--- config.mk ---
export PLATFORM = sky130hd
export DESIGN_NAME = alu_sequencer_flat
export DESIGN_NICKNAME = d
export VERILOG_FILES = /design/src/rtl/mcu_pkg.sv /design/src/rtl/alu_sequencer_if.sv /design/src/rtl/mcu_regfile.sv /design/src/rtl/alu_sequencer.sv /design/src/flat_wrapper.sv
export SDC_FILE = /design/constraint.sdc
export NUM_CORES = 1
export LEC_CHECK = 0
export BUFFER_PORTS_ARGS = -buffer_cell sky130_fd_sc_hd__buf_2
export CAP_MARGIN = 20
export CORE_MARGIN = 2
export CORE_UTILIZATION = 30
export DETAILED_ROUTE_END_ITERATION = 16
export MAX_ROUTING_LAYER = met4
export PLACE_DENSITY_LB_ADDON = 0.12
export SLEW_MARGIN = 5
export SYNTH_ARGS = -nofsm -noshare
export SYNTH_HDL_FRONTEND = slang
export SYNTH_SLANG_ARGS = --single-unit
--- constraint.sdc ---
create_clock -name clk -period 3.85 [get_ports clk]
set_clock_uncertainty 0.1 [all_clocks]
set_input_delay 0.5775 -clock clk [delete_from_list [all_inputs] [get_ports clk]]
set_output_delay 0.5775 -clock clk [all_outputs]
set_load 0.005 [all_outputs]
--- src/rtl/mcu_pkg.sv ---
// Shared definitions for the 8-bit MCU control path:
// opcodes, instruction fields, ALU op codes, flag bits, FSM states.
package mcu_pkg;

  localparam logic [3:0] OP_ADD  = 4'h0;
  localparam logic [3:0] OP_SUB  = 4'h1;
  localparam logic [3:0] OP_AND  = 4'h2;
  localparam logic [3:0] OP_OR   = 4'h3;
  localparam logic [3:0] OP_INC1 = 4'h4;
  localparam logic [3:0] OP_INC2 = 4'h5;
  localparam logic [3:0] OP_DEC1 = 4'h6;
  localparam logic [3:0] OP_DEC2 = 4'h7;
  localparam logic [3:0] OP_LDI  = 4'h8;
  localparam logic [3:0] OP_BZ   = 4'h9;
  localparam logic [3:0] OP_BC   = 4'hA;
  localparam logic [3:0] OP_BN   = 4'hB;
  localparam logic [3:0] OP_JMP  = 4'hC;
  localparam logic [3:0] OP_OUT  = 4'hD;
  localparam logic [3:0] OP_NOP  = 4'hE;
  localparam logic [3:0] OP_HALT = 4'hF;

  localparam int OPC_HI = 15;
  localparam int OPC_LO = 12;
  localparam int RD_HI  = 11;
  localparam int RD_LO  = 10;
  localparam int RS_HI  = 9;
  localparam int RS_LO  = 8;
  localparam int IMM_HI = 7;
  localparam int IMM_LO = 0;

  localparam logic [2:0] ALU_ADD  = 3'b000;
  localparam logic [2:0] ALU_SUB  = 3'b001;
  localparam logic [2:0] ALU_AND  = 3'b010;
  localparam logic [2:0] ALU_OR   = 3'b011;
  localparam logic [2:0] ALU_INC1 = 3'b100;
  localparam logic [2:0] ALU_INC2 = 3'b101;
  localparam logic [2:0] ALU_DEC1 = 3'b110;
  localparam logic [2:0] ALU_DEC2 = 3'b111;

  localparam int FLG_N = 3;
  localparam int FLG_Z = 2;
  localparam int FLG_V = 1;
  localparam int FLG_C = 0;

  typedef enum logic [2:0] {
    ST_START,
    ST_FETCH,
    ST_DECODE,
    ST_EXEC,
    ST_HALT
  } state_t;

  // Opcodes 0x0-0x7 go through the ALU.
  function automatic logic is_alu_op(input logic [3:0] op);
    return !op[3];
  endfunction

endpackage

--- src/rtl/alu_sequencer_if.sv ---
// Instruction-fetch bus: req/addr from sequencer, valid/data from memory.
// master = sequencer side, slave = instruction memory side.
interface alu_sequencer_if;
  logic        instr_req;
  logic [7:0]  instr_addr;
  logic        instr_valid;
  logic [15:0] instr_data;

  modport master (
    output instr_req,
    output instr_addr,
    input  instr_valid,
    input  instr_data
  );

  modport slave (
    input  instr_req,
    input  instr_addr,
    output instr_valid,
    output instr_data
  );
endinterface

--- src/rtl/mcu_regfile.sv ---
// 4x8 register file: two async read ports, one sync write port.
// Ports: clk, rst, i_we/i_waddr/i_wdata, i_raddr1/2 -> o_rdata1/2.
module mcu_regfile (
  input  logic       clk,
  input  logic       rst,
  input  logic       i_we,
  input  logic [1:0] i_waddr,
  input  logic [7:0] i_wdata,
  input  logic [1:0] i_raddr1,
  input  logic [1:0] i_raddr2,
  output logic [7:0] o_rdata1,
  output logic [7:0] o_rdata2
);

  logic [7:0] r_mem [4];

  always_ff @(posedge clk or posedge rst) begin
    if (rst) begin
      for (int i = 0; i < 4; i++) r_mem[i] <= 8'h00;
    end else if (i_we) begin
      r_mem[i_waddr] <= i_wdata;
    end
  end

  assign o_rdata1 = r_mem[i_raddr1];
  assign o_rdata2 = r_mem[i_raddr2];

endmodule

--- src/rtl/alu_sequencer.sv ---
// Multi-cycle fetch/decode/exec sequencer driving an external ALU.
// Ports: clk, reset, bus (fetch), ALU operands/result, flags, port, halted.
module alu_sequencer
  import mcu_pkg::*;
#(
  parameter logic [7:0] RESET_PC = 8'h00
) (
  input  logic                    clk,
  input  logic                    reset,
  alu_sequencer_if.master         bus,
  output logic [7:0]              operand1,
  output logic [7:0]              operand2,
  output logic [2:0]              operationSelect,
  input  logic [7:0]              aluResult,
  input  logic [3:0]              NZVCflags,
  output logic [3:0]              flags,
  output logic [7:0]              port_out,
  output logic                    port_valid,
  output logic                    halted
);

  state_t      r_state;
  logic [7:0]  r_pc;
  logic [15:0] r_ir;
  logic        r_req;
  logic [7:0]  r_op1;
  logic [7:0]  r_op2;
  logic [2:0]  r_opsel;
  logic [3:0]  r_flags;
  logic [7:0]  r_port;
  logic        r_port_vld;
  logic        r_halted;

  logic [3:0]  w_op;
  logic [1:0]  w_rd;
  logic [1:0]  w_rs;
  logic [7:0]  w_imm;
  logic [7:0]  w_rdata1;
  logic [7:0]  w_rdata2;
  logic        w_we;
  logic [7:0]  w_wdata;
  logic        w_take;
  logic [7:0]  w_pc_nxt;

  assign w_op  = r_ir[OPC_HI:OPC_LO];
  assign w_rd  = r_ir[RD_HI:RD_LO];
  assign w_rs  = r_ir[RS_HI:RS_LO];
  assign w_imm = r_ir[IMM_HI:IMM_LO];

  assign w_we = (r_state == ST_EXEC)
              && (is_alu_op(w_op) || w_op == OP_LDI);
  assign w_wdata = is_alu_op(w_op) ? aluResult : w_imm;

  mcu_regfile u_rf (
    .clk      (clk),
    .rst      (reset),
    .i_we     (w_we),
    .i_waddr  (w_rd),
    .i_wdata  (w_wdata),
    .i_raddr1 (w_rd),
    .i_raddr2 (w_rs),
    .o_rdata1 (w_rdata1),
    .o_rdata2 (w_rdata2)
  );

  // Branches look at r_flags, i.e. flags from earlier instructions.
  always_comb begin
    w_take = 1'b0;
    unique case (1'b1)
      (w_op == OP_BZ):  w_take = r_flags[FLG_Z];
      (w_op == OP_BC):  w_take = r_flags[FLG_C];
      (w_op == OP_BN):  w_take = r_flags[FLG_N];
      (w_op == OP_JMP): w_take = 1'b1;
      default:          w_take = 1'b0;
    endcase
  end

  assign w_pc_nxt = w_take ? w_imm : r_pc + 8'd1;

  always_ff @(posedge clk or posedge reset) begin
    if (reset) begin
      r_state    <= ST_START;
      r_pc       <= RESET_PC;
      r_ir       <= 16'h0000;
      r_req      <= 1'b0;
      r_op1      <= 8'h00;
      r_op2      <= 8'h00;
      r_opsel    <= 3'b000;
      r_flags    <= 4'h0;
      r_port     <= 8'h00;
      r_port_vld <= 1'b0;
      r_halted   <= 1'b0;
    end else begin
      r_port_vld <= 1'b0;
      case (r_state)
        ST_START: begin
          r_state <= ST_FETCH;
          r_req   <= 1'b1;
        end
        ST_FETCH: begin
          if (bus.instr_valid) begin
            r_ir    <= bus.instr_data;
            r_req   <= 1'b0;
            r_state <= ST_DECODE;
          end
        end
        ST_DECODE: begin
          r_op1   <= w_rdata1;
          r_op2   <= w_rdata2;
          r_opsel <= w_op[2:0];
          r_state <= ST_EXEC;
        end
        ST_EXEC: begin
          r_pc <= w_pc_nxt;
          if (is_alu_op(w_op)) r_flags <= NZVCflags;
          if (w_op == OP_OUT) begin
            r_port     <= w_rdata1;
            r_port_vld <= 1'b1;
          end
          if (w_op == OP_HALT) begin
            r_state  <= ST_HALT;
            r_halted <= 1'b1;
          end else begin
            r_state <= ST_FETCH;
            r_req   <= 1'b1;
          end
        end
        ST_HALT: r_state <= ST_HALT;
        default: r_state <= ST_START;
      endcase
    end
  end

  assign bus.instr_req    = r_req;
  assign bus.instr_addr   = r_pc;
  assign operand1         = r_op1;
  assign operand2         = r_op2;
  assign operationSelect  = r_opsel;
  assign flags            = r_flags;
  assign port_out         = r_port;
  assign port_valid       = r_port_vld;
  assign halted           = r_halted;

endmodule
--- src/flat_wrapper.sv ---
// flat-port wrapper written by rule: the top's interface ports become plain ports
module alu_sequencer_flat import mcu_pkg::*;
#(
  parameter logic [7:0] RESET_PC = 8'h00
)
  (clk, reset, operand1, operand2, operationSelect, aluResult, NZVCflags, flags, port_out, port_valid, halted, bus_instr_req, bus_instr_addr, bus_instr_valid, bus_instr_data);
  alu_sequencer_if bus_i ();
  input  logic clk;
  input  logic reset;
  output logic [7:0] operand1;
  output logic [7:0] operand2;
  output logic [2:0] operationSelect;
  input  logic [7:0] aluResult;
  input  logic [3:0] NZVCflags;
  output logic [3:0] flags;
  output logic [7:0] port_out;
  output logic port_valid;
  output logic halted;
  output wire logic [$bits(bus_i.instr_req)-1:0] bus_instr_req;
  output wire logic [$bits(bus_i.instr_addr)-1:0] bus_instr_addr;
  input wire logic [$bits(bus_i.instr_valid)-1:0] bus_instr_valid;
  input wire logic [$bits(bus_i.instr_data)-1:0] bus_instr_data;
  assign bus_instr_req = bus_i.instr_req;
  assign bus_instr_addr = bus_i.instr_addr;
  assign bus_i.instr_valid = bus_instr_valid;
  assign bus_i.instr_data = bus_instr_data;
  alu_sequencer #(.RESET_PC(RESET_PC)) u_core (.clk(clk), .reset(reset), .bus(bus_i), .operand1(operand1), .operand2(operand2), .operationSelect(operationSelect), .aluResult(aluResult), .NZVCflags(NZVCflags), .flags(flags), .port_out(port_out), .port_valid(port_valid), .halted(halted));
endmodule
-- Word-level counts from Yosys, hierarchy flattened
Index checks and enable logic that the tools add are counted.
- register bits: 93
- bits of input ports: 31
- word-level logic and storage cells: 66
- $add $sub $neg: 1
- order comparisons: 3
- equality and inequality tests: 13
- muxes and demuxes: 20
- bitwise operators: 3
- reductions and logical operators: 11
- operator list (cell ; count):
    $mux W8 ; 7
    $bmux W8 S2 ; 2
    $bwmux W32 ; 1
    $eq A4 B4 Y1 const B ; 7
    $demux W8 S2 ; 1
    $pmux W3 S5 ; 1
    $add A8 B1 Y8 const B ; 1
    $reduce_and A2 Y1 ; 4
    $eq A3 B2 Y1 const B ; 2
    $ge A3 B3 Y1 const B ; 2
    $mux W3 ; 2
    $not A2 Y3 ; 2
    $mux W1 ; 4
    $ne A2 B2 Y1 const B ; 2
    $pmux W1 S4 ; 1
    $eq A3 B1 Y1 const B ; 1
    $eq A3 B3 Y1 const B ; 1
    $logic_not A3 Y1 ; 1
    $lt A3 B1 Y1 const B ; 1
    $pmux W1 S3 ; 1
    $reduce_and A3 Y1 ; 1
    $reduce_bool A3 Y1 ; 1
    $logic_and A1 B1 Y1 ; 2
    $logic_not A1 Y1 ; 1
    2 further kinds ; 2

-- Logic depth before layout (Yosys ltp)
- word-level depth: 6
- mapped depth: 6
- mapped depth without buffers: 5

-- Modules after synthesis
Synthesis repeated with hierarchy kept, for this count alone.
- cell total of the unflattened synthesis: 297
- area total of the unflattened synthesis: 4354.2 um^2
- modules (own cells, without submodules) (module ; instances ; cells each ; area each (um^2) ; seq. area each (um^2)):
    alu_sequencer ; 1 ; 208 ; 2760.1 ; 1526.5
    mcu_regfile ; 1 ; 89 ; 1594.0 ; 800.8

-- Least setup slack after synthesis
Ideal clock, no wire load.
- path kind: in2reg
- from: in bus_instr_valid
- to: reg u_core.r_ir[0]
- library setup time: 125 ps
- arrival time: 1619 ps
- required time: 3625 ps
- slack: 2006 ps
- stages: 4
- path buffers: 1
- cells stage by stage: nand2_1 -> nor3b_2 -> buf_4 -> mux2_2
- cells in the longest elaborated chain, start to end: 1
- RTL lines (what ; RTL line ; RTL):
    start, declared ; flat_wrapper.sv:21 ; input wire logic [$bits(bus_i.instr_valid)-1:0] bus_instr_valid;
    $reduce_and A2 Y1 (no line) ; n/a ;
    end signal, assigned ; alu_sequencer.sv:102 ; r_ir <= bus.instr_data;
    end, declared ; alu_sequencer.sv:24 ; logic [15:0] r_ir;
Every way passes these cells.
A chain may end at the register's enable or synchronous reset.

-- Final worst setup path
- from: reg u_core.r_state[2]
- to: reg u_core.u_rf.r_mem[25] (netlist name)
- cells in the longest elaborated chain, start to end: 2
- RTL lines (what ; RTL line ; RTL):
    start, declared ; alu_sequencer.sv:22 ; state_t r_state;
    start signal, assigned ; alu_sequencer.sv:82 ; r_state <= ST_START;
    start signal, assigned ; alu_sequencer.sv:97 ; r_state <= ST_FETCH;
    start signal, assigned ; alu_sequencer.sv:104 ; r_state <= ST_DECODE;
    $eq A3 B2 Y1 ; alu_sequencer.sv:50 ; assign w_we = (r_state == ST_EXEC)
    $logic_and A1 B1 Y1 ; alu_sequencer.sv:51 ; && (is_alu_op(w_op) || w_op == OP_LDI);
    end signal, assigned by index ; mcu_regfile.sv:21 ; r_mem[i_waddr] <= i_wdata;
    end, declared ; mcu_regfile.sv:15 ; logic [7:0] r_mem [4];
Every way passes these cells.

==> flow_metrics.env <==
export IMPL_outcome="finished clean"
export IMPL_synthMuxAreaShare_pct=23.33
export IMPL_dp_cells=568
export IMPL_io_buffers=72
export IMPL_grt_remaining_overflow=0
export IMPL_ys_ff_latch=93
export IMPL_seq_area_frac_synth_pct=54.51
export IMPL_ios=73
export IMPL_synth_fa_ha_area_share_pct=0.2931
export IMPL_synth_simple_area_share_pct=10.05
export IMPL_crit_fanout=18
export IMPL_first_global_vias=2962
export IMPL_max_cap_violations=0
export IMPL_r2r_cells=4
export IMPL_hold_class="input port to async pin"
export IMPL_cts_tree="done"
export IMPL_setup_viol=0
export IMPL_grt_max_degree=94
export IMPL_detail_route_antenna_nets=0
export IMPL_vias=2852
export IMPL_drc_errors=0
export IMPL_netlist_area_mm2=0.004269
export IMPL_slew_viol_final=0
export IMPL_critical_path_class="flip-flop to flip-flop"
export IMPL_worst_pin_slew_ns=0.9602
export IMPL_ys_flop_type="dfrtp_1"
export IMPL_synth_compound_area_share_pct=8.880
export IMPL_maxSlewHeadroom_pct=35.72
export IMPL_cts_hold_buf=0
export IMPL_syn_nets=364
export IMPL_slowest_stage="nor4b_4"
export IMPL_synth_top_area_share_pct=54.51
export IMPL_netlist_top_cells_count="dfrtp_1, mux2_2, nand2_1, o21ai_0, mux4_2"
export IMPL_fp_dieW_um=123.3
export IMPL_critPathArrivalTime_ns=2.57
export IMPL_syn_to_final_growth_pct=19.90
export IMPL_hold_viol=0
export IMPL_fp_dieH_um=123.3
export IMPL_path_cells="nand3b_2 -> nor4b_4 -> nor2_1 -> a21oi_1"
export IMPL_fin_nets=431
export IMPL_total_power_mw=4.757
export IMPL_cpLargestDelayFamily="simple AND/OR/NAND/NOR gates"
export IMPL_max_stage_delay_ns=0.94
export IMPL_cts_root_buffer="clkbuf_16"
export IMPL_final_setup_tns_ns=0
export IMPL_yosysMostFrequentCell="dfrtp_1"
export IMPL_synthXorXnorAreaFrac_pct=0
export IMPL_start_kind="flip-flop"
export IMPL_postSynth_asyncResetShare_pct=100.0
export IMPL_syn_area_per_cell_um2=12.86
export IMPL_cp_depth=4
export IMPL_rows=43
export IMPL_firstDrtPassIters=4
export IMPL_grt_antenna_before_repair=0
export IMPL_place_area_mm2=0.004777
export IMPL_cts_sinks=93
export IMPL_clock_fmax_mhz=415.7
export IMPL_min_period_ns=2.405
export IMPL_rsz0062_at_grt="false"
export IMPL_grt_first_pass_wirelength_um=16250
export IMPL_hpwl_um=6679
export IMPL_coreArea_mm2=0.01388
export IMPL_synth_distinct_cells=41
export IMPL_n_antenna_cell=0
export IMPL_yosysWarnings=0
export IMPL_postLayoutCellArea_mm2=0.005119
export IMPL_path_clk_slew_ns=0.07
export IMPL_cts_inserted_buffers=9
export IMPL_cp_end_kind="flip-flop"
export IMPL_drtIter0Drc=95
export IMPL_clock_latency_ns=0.35
export IMPL_grt_usage_pct=14.90
export IMPL_postCtsSetupBuffers=0
export IMPL_worstPathRequired_ns=4.02
export IMPL_vdd_drop_max_v=0.0004031
export IMPL_synth_edf_count=0
export IMPL_cts_resized=0
export IMPL_p_per_area_mw_per_mm2=929.3
export IMPL_cts_buffer_depth=2
export IMPL_fin_crit_sh_pct=62.48
export IMPL_synth_top_family_by_area="multiplexers"
export IMPL_via_per_inst=4.884
export IMPL_yosys_top_cells_area="dfrtp_1, mux2_2, mux4_2"
export IMPL_yosys_area_top_type="dfrtp_1"
export IMPL_crit_buf_inv=0
export IMPL_p_leak_nw=2.234
export IMPL_dieArea_mm2=0.01520
export IMPL_wl_per_cell_um=16.95
export IMPL_start_util_pct=30.76
export IMPL_drive_above_1_share_pct=41.09
export IMPL_fin_cells=584
export IMPL_drt_wl_total_um=9899
export IMPL_htree_levels=3
export IMPL_synth_cells=332
export IMPL_place_gp_congestion=0.7495
## where the power goes
group / switching, mW / total [mW] / leakage (nW) / internal (mW)
combinational: 0.762 / 1.74 / 0.982 / 0.978
sequential: 0.529 / 1.99 / 1.08 / 1.46
clock: 0.376 / 1.03 / 0.167 / 0.652
total: 1.67 / 4.76 / 2.23 / 3.09
## layout make-up
type / count / area [um2]
Clock buffer: 12 / 246.5
Multi-Input combinational cell: 217 / 1817
Sequential cell: 93 / 2327
Inverter: 3 / 12.51
Clock inverter: 4 / 95.09
Fill cell: 1371 / 8762
Timing Repair Buffer: 75 / 395.4
Tap cell: 180 / 225.2
## layer usage
layer / GRT usage [%] / vias to the layer above / part of all wire (%)
li1: - / 1348 / -
met4: 5.753 / 0 / 1.6
met5: - / - / 0
met3: 3.321 / 10 / 3.3
met2: 21.88 / 55 / 45
met1: 20.12 / 1439 / 50
## metrics by stage
step / hold WS [ns] / utilization (%) / worst slack (ns)
final: 0.2233 / 36.88 / 1.445
after detailed placement: 0.3610 / 34.42 / 1.421
after global placement: 0.3552 / 34.42 / 1.436
after CTS: 0.2679 / 36.88 / 1.397
after global routing: 0.2690 / 36.88 / 1.235
after floorplan: 0.3609 / - / 0.7522
## state kept, by name, summed over array words and instances (netlist names)
| register | cells |
|---|---|
| u_core.bus.instr_addr | 8 |
| u_core.bus.instr_req | 1 |
| u_core.flags | 4 |
| u_core.halted | 1 |
| u_core.operand1 | 8 |
| u_core.operand2 | 8 |
| u_core.operationSelect | 3 |
| u_core.port_out | 8 |
| u_core.port_valid | 1 |
| u_core.r_ir | 16 |
| u_core.r_state | 3 |
| u_core.u_rf.r_mem | 32 |
## worst paths after layout
check,from,end,slack (ns)
worst max register to register,u_core.r_state[2]$_DFFE_PP0P_,u_core.u_rf.r_mem[25]$_DFFE_PP0P_,1.44
worst min register to register,u_core.halted$_DFFE_PP0P_,u_core.halted$_DFFE_PP0P_,0.37
worst min-delay path,reset,u_core.r_ir[9]$_DFFE_PP0P_,0.22
min in group clk,bus_instr_data[9],u_core.r_ir[9]$_DFFE_PP0P_,0.36
worst max-delay path,u_core.r_state[2]$_DFFE_PP0P_,u_core.u_rf.r_mem[25]$_DFFE_PP0P_,1.44
max in group asynchronous,reset,u_core.operand1[1]$_DFFE_PP0P_,3.04
## placed cells by master (no fill, tap or decap), types with 7 or more instances in the layout
| cell | instances |
|---|---|
| nand2_1 | 42 |
| o21ai_0 | 29 |
| o211ai_1 | 8 |
| a21oi_1 | 7 |
| mux4_2 | 16 |
| mux2_2 | 48 |
| nor2_1 | 14 |
| buf_2 | 72 |
| dfrtp_1 | 93 |
| clkbuf_16 | 9 |
| mux2i_1 | 8 |
## worst min-delay path, delay by kind of cell
| kind | cells | cell delay, ns |
|---|---|---|
| buf+inv | 3 | 0.52 |
## logic make-up (layout without fill, tap and decap cells)
logic type	after synthesis	count (layout)
flops	93	93
simple gates	84	84
mux	73	73
compound gates	59	59
buf+inv	22	94
fa+ha+maj	1	1
No activity file was read; power rests on OpenSTA's default activity.
